### src/rtl/multdiv_pkg.sv
// Shared constants for the multdiv sequencer.
// State encoding, default iteration counts and counter width.
package multdiv_pkg;

  localparam logic [1:0] ST_IDLE = 2'd0;
  localparam logic [1:0] ST_INIT = 2'd1;
  localparam logic [1:0] ST_RUN  = 2'd2;
  localparam logic [1:0] ST_DONE = 2'd3;

  localparam int MULT_STEPS_DEF = 16;
  localparam int DIV_STEPS_DEF  = 32;

  localparam int CNT_W = 6;

endpackage

### src/rtl/step_counter6.sv
// 6-bit up counter with synchronous clear and enable.
// Reset and clear both return the count to zero.
module step_counter6
  import multdiv_pkg::*;
(
  input  logic             clk,
  input  logic             reset,
  input  logic             clr,
  input  logic             en,
  output logic [CNT_W-1:0] count
);

  logic [CNT_W-1:0] count_q;
  logic [CNT_W-1:0] count_d;

  always_comb begin
    count_d = count_q;
    if (clr)
      count_d = '0;
    else if (en)
      count_d = count_q + 1'b1;
  end

  always_ff @(posedge clk) begin
    if (reset)
      count_q <= '0;
    else
      count_q <= count_d;
  end

  assign count = count_q;

endmodule

### src/rtl/multdiv_sequencer.sv
// Iterative multiply/divide cycle controller (IDLE/INIT/RUN/DONE).
// Define MULTDIV_PREEMPT_EN to let a new start restart an in-flight op.
module multdiv_sequencer
  import multdiv_pkg::*;
#(
  parameter int MULT_STEPS = MULT_STEPS_DEF,
  parameter int DIV_STEPS  = DIV_STEPS_DEF
) (
  input  logic             clk,
  input  logic             reset,
  input  logic             ctrl_MULT,
  input  logic             ctrl_DIV,
  output logic             op_is_div,
  output logic             load,
  output logic             step_en,
  output logic [CNT_W-1:0] step_idx,
  output logic             busy,
  output logic             result_rdy
);

  if (MULT_STEPS < 1 || MULT_STEPS > 64) begin : g_bad_mult
    $error("MULT_STEPS must be in 1..64");
  end
  if (DIV_STEPS < 1 || DIV_STEPS > 64) begin : g_bad_div
    $error("DIV_STEPS must be in 1..64");
  end

  localparam logic [CNT_W-1:0] MULT_LAST = CNT_W'(MULT_STEPS - 1);
  localparam logic [CNT_W-1:0] DIV_LAST  = CNT_W'(DIV_STEPS - 1);

  logic [1:0]       state_q, state_d;
  logic             op_div_q, op_div_d;
  logic             cnt_clr, cnt_en;
  logic [CNT_W-1:0] cnt;
  logic [CNT_W-1:0] last;
  logic             start;
  logic             can_start;

  assign start = ctrl_MULT | ctrl_DIV;
  assign last  = op_div_q ? DIV_LAST : MULT_LAST;

`ifdef MULTDIV_PREEMPT_EN
  assign can_start = 1'b1;
`else
  assign can_start = (state_q == ST_IDLE) |
                     (state_q == ST_DONE);
`endif

  always_comb begin
    state_d  = state_q;
    op_div_d = op_div_q;
    cnt_clr  = 1'b0;
    cnt_en   = 1'b0;
    unique case (state_q)
      ST_IDLE: state_d = ST_IDLE;
      ST_INIT: state_d = ST_RUN;
      ST_RUN: begin
        if (cnt == last)
          state_d = ST_DONE;
        else
          cnt_en = 1'b1;
      end
      ST_DONE: state_d = ST_IDLE;
    endcase
    // Multiply wins when both starts arrive together.
    if (start && can_start) begin
      state_d  = ST_INIT;
      op_div_d = ctrl_DIV & ~ctrl_MULT;
      cnt_clr  = 1'b1;
      cnt_en   = 1'b0;
    end
  end

  always_ff @(posedge clk) begin
    if (reset) begin
      state_q  <= ST_IDLE;
      op_div_q <= 1'b0;
    end else begin
      state_q  <= state_d;
      op_div_q <= op_div_d;
    end
  end

  step_counter6 u_cnt (
    .clk   (clk),
    .reset (reset),
    .clr   (cnt_clr),
    .en    (cnt_en),
    .count (cnt)
  );

  assign op_is_div  = op_div_q;
  assign load       = (state_q == ST_INIT);
  assign step_en    = (state_q == ST_RUN);
  assign busy       = load | step_en;
  assign result_rdy = (state_q == ST_DONE);
  assign step_idx   = step_en ? cnt : '0;

endmodule

### config.mk
export PLATFORM = sky130hd
export DESIGN_NAME = multdiv_sequencer
export DESIGN_NICKNAME = d
export VERILOG_FILES = /design/src/rtl/multdiv_pkg.sv /design/src/rtl/step_counter6.sv /design/src/rtl/multdiv_sequencer.sv
export SDC_FILE = /design/constraint.sdc
export NUM_CORES = 1
export LEC_CHECK = 0
export ABC_AREA = 1
export BUFFER_PORTS_ARGS = -buffer_cell sky130_fd_sc_hd__buf_2
export CORE_MARGIN = 2
export CORE_UTILIZATION = 44
export CTS_CLUSTER_SIZE = 30
export DETAILED_ROUTE_END_ITERATION = 8
export GPL_ROUTABILITY_DRIVEN = 1
export PLACE_DENSITY_LB_ADDON = 0.12
export SETUP_SLACK_MARGIN = 0.2
export SYNTH_ARGS = -nofsm -noshare
export SYNTH_HDL_FRONTEND = slang
export SYNTH_SLANG_ARGS = --single-unit
### constraint.sdc
create_clock -name clk -period 1.3 [get_ports clk]
set_input_delay 0.065 -clock clk [delete_from_list [all_inputs] [get_ports clk]]
set_output_delay 0.065 -clock clk [all_outputs]
set_load 0.005 [all_outputs]
==> results.cfg <==
[sta]
slew_viol_final = 0
rsz0062_at_grt = true
hold_viol_final = 0
tightestPinTransition_ns = 0.271
fmax_mhz = 785
finalCriticalPeriod_ns = 1.27
period_share_pct = 98.0
setup-violations-final = 0
relSlewSlack_pct = 81.9
hold_ws_ns = 0.0330
skew_ns = 0.000475

[die]
die_area_sq_mm = 0.00166
start_util_pct = 46.2
core_region_area_sq_mm = 0.00128
num_rows = 13
die_width_um = 40.7
die_h_um = 40.7
io-pin-count = 15

[placement]
io_buffers = 14
place_inst = 119
dpl_cell_area_sq_um = 726
dpl.hpwl_um = 949
routabilityCongestion = 0.794

[min_path]
hold_class = input pin to register
hp-start = reset

[power_and_ir_drop]
internal-power_w = 0.000514
seqPwrFrac_pct = 39.0
p_switching_w = 0.000253
power_density_mw_per_mm2 = 810
p_leak_nw = 0.439
vdd_drop_max_mv = 0.730
swShare_pct = 32.9
p_clk_share_pct = 30.0
combPwrFrac_pct = 31.0

[yosys]
synthAdderAreaFrac_pct = 8.44
synthXorXnorAreaFrac_pct = 0
ys_types = 21
post_synth.cell_area_avg_sq_um = 6.66
synth_seq_area_share_pct = 30.4
synthSimpleGateAreaFrac_pct = 42.4
synth_area_sq_um = 593
synth_mux_area_share_pct = 0
synth_seq_cells = 9
synth_cells = 89
ys_warn_count = 0
synth_top_family_by_area = simple AND/OR/NAND/NOR gates
syn_nets = 97
synth-compound-area-share_pct = 5.49

[cts]
clock_latency_ns = 0.27
cts.clk_slew.worst_paths_ns = 0.07
cts_buffer_depth = 2
ctsHoldBuffers = 0
cts_buffers = 3
tritoncts = yes
cts-root-buf = clkbuf_4
htree_levels = 1
numClockSinks = 9

[critical_path]
crit_chain = inv_2, ha_4, nand2_4, nand2_8, or2_1, o21ai_2, nor2_1
cp-end-kind = register
arrival_ns = 1.44
critPathLaunchType = register
path_max_fanout = 7
cp_top_family = simple AND/OR/NAND/NOR gates
setup.worst_path.class = register to register
critPathRequiredTime_ns = 1.47
crit_start = state_q[0]
worstPathBufferInverterCount = 1
r2r_start = state_q[0]
slowest_stage = dfxtp_2
cpPeakStageDelay_ns = 0.34

[routing]
num_vias = 656
dr.pass1.iters = 4
wl_per_cell_um = 12.2
ant_nets = 0
wl_mm = 1.60
first_iter_violations = 9
vias_per_cell = 5.01
drc_errors = 0

[grt]
antenna_found_initial = 0
grt_max_degree = 9
grt.total_usage_pct = 21.5
grt_pass1_vias = 538
overflow = 0
grt_pass1_wl_mm = 2.26

[final_layout]
finalNetCount = 125
antenna_cells = 0
finalCoreUtilization_pct = 73.7
syn_to_final_growth_pct = 59.7
design_area_sq_um = 947
drive_gt1_share_pct = 53.4
fin_cells = 131

[run_status]
status = finished, final reports clean

[flow_run]
max_cap_violations = 0
final timing paths:
path                     to  slack [ns]  depth (start not counted)
max          u_cnt.count[1]        0.03                          7
min              state_q[0]        0.03                          2
max reg2reg  u_cnt.count[1]        0.03                          7
min reg2reg  u_cnt.count[5]        0.60                          4
power groups by stage:
stage	clock network [W]	registers, W	logic (W)
finish	0.000230	0.000299	0.000238
CTS	0.000231	0.000297	0.000188
global placement	0	0.000306	0.000153
global route	0.000247	0.000300	0.000258
detailed placement	0	0.000307	0.000156
floorplan	0	0.000307	0.000113
synthesized netlist by cell type:
library cell | count | area (sq um)
a21oi_1 | 2 | 10.0
nand2_1 | 21 | 78.8
inv_2 | 1 | 3.75
nand2_2 | 3 | 18.8
inv_4 | 1 | 6.26
dfxtp_1 | 9 | 180
nand3_2 | 1 | 10.0
buf_2 | 1 | 5.00
nand3_1 | 5 | 25.0
nand2_4 | 1 | 11.3
nor2_2 | 1 | 6.26
ha_1 | 4 | 50.1
nor3_2 | 1 | 10.0
nor2_1 | 13 | 48.8
a21oi_2 | 1 | 8.76
nand3_4 | 1 | 17.5
or2_1 | 1 | 6.26
inv_1 | 17 | 63.8
o21ai_1 | 1 | 5.00
nand4_1 | 3 | 18.8
a221oi_1 | 1 | 8.76
logic make-up (layout without fill, tap and decap cells):
logic type	count (synthesis)	in the layout
adders and majority gates	4	4
buffers and inverters	20	46
and+or+nand+nor	51	52
AOI/OAI and AO/OA	5	5
DFF	9	9
stage by stage:
stage                     setup WS [ns]  setup TNS (ns)  total power (W)
final                            0.0255               0         0.000767
after floorplan                   0.109               0         0.000420
after global routing            -0.0292          -0.114         0.000806
after global placement           0.0529               0         0.000459
after CTS                        0.0381               0         0.000717
after detailed placement         0.0337               0         0.000464
metal layers:
layer / wire, um / up-vias / GRT usage [%]
li1: - / 333 / -
met5: 0 / - / 0
met3: 76 / 2 / 8.15
met4: 17 / 0 / 7.50
met2: 854 / 21 / 40.5
met1: 651 / 300 / 21.0
cells in the final DEF (no fill, tap or decap), drive strengths merged:
master and count:
a21oi 3, nand4 3, or2 1, o21ai 1, nor2 14, a221oi 1
nor3 1, clkbuf 4, nand3 8, ha 4, inv 19, nand2 25
dfxtp 9, buf 23
repair_timing:
item                                    in CTS  in global routing
resized for setup                            6                 29
pin swaps                                    2                  8
cloned                                       1                  0
endpoints found under the setup margin      17                 19
buffers inserted                             5                  2
final cells by class:
class / instances / area (sq um)
flip-flops and latches: 9 / 188
well taps: 15 / 18.8
fillers: 101 / 338
clock buffers: 4 / 26.3
inverters: 19 / 76.3
repair buffers: 23 / 189
multi-input cells: 61 / 449
state kept, by name, indices dropped and copies added (netlist names):
| register | flops |
|---|---|
| state_q | 2 |
| op_is_div | 1 |
| u_cnt.count | 6 |
Power figures use the tool's default switching activity.
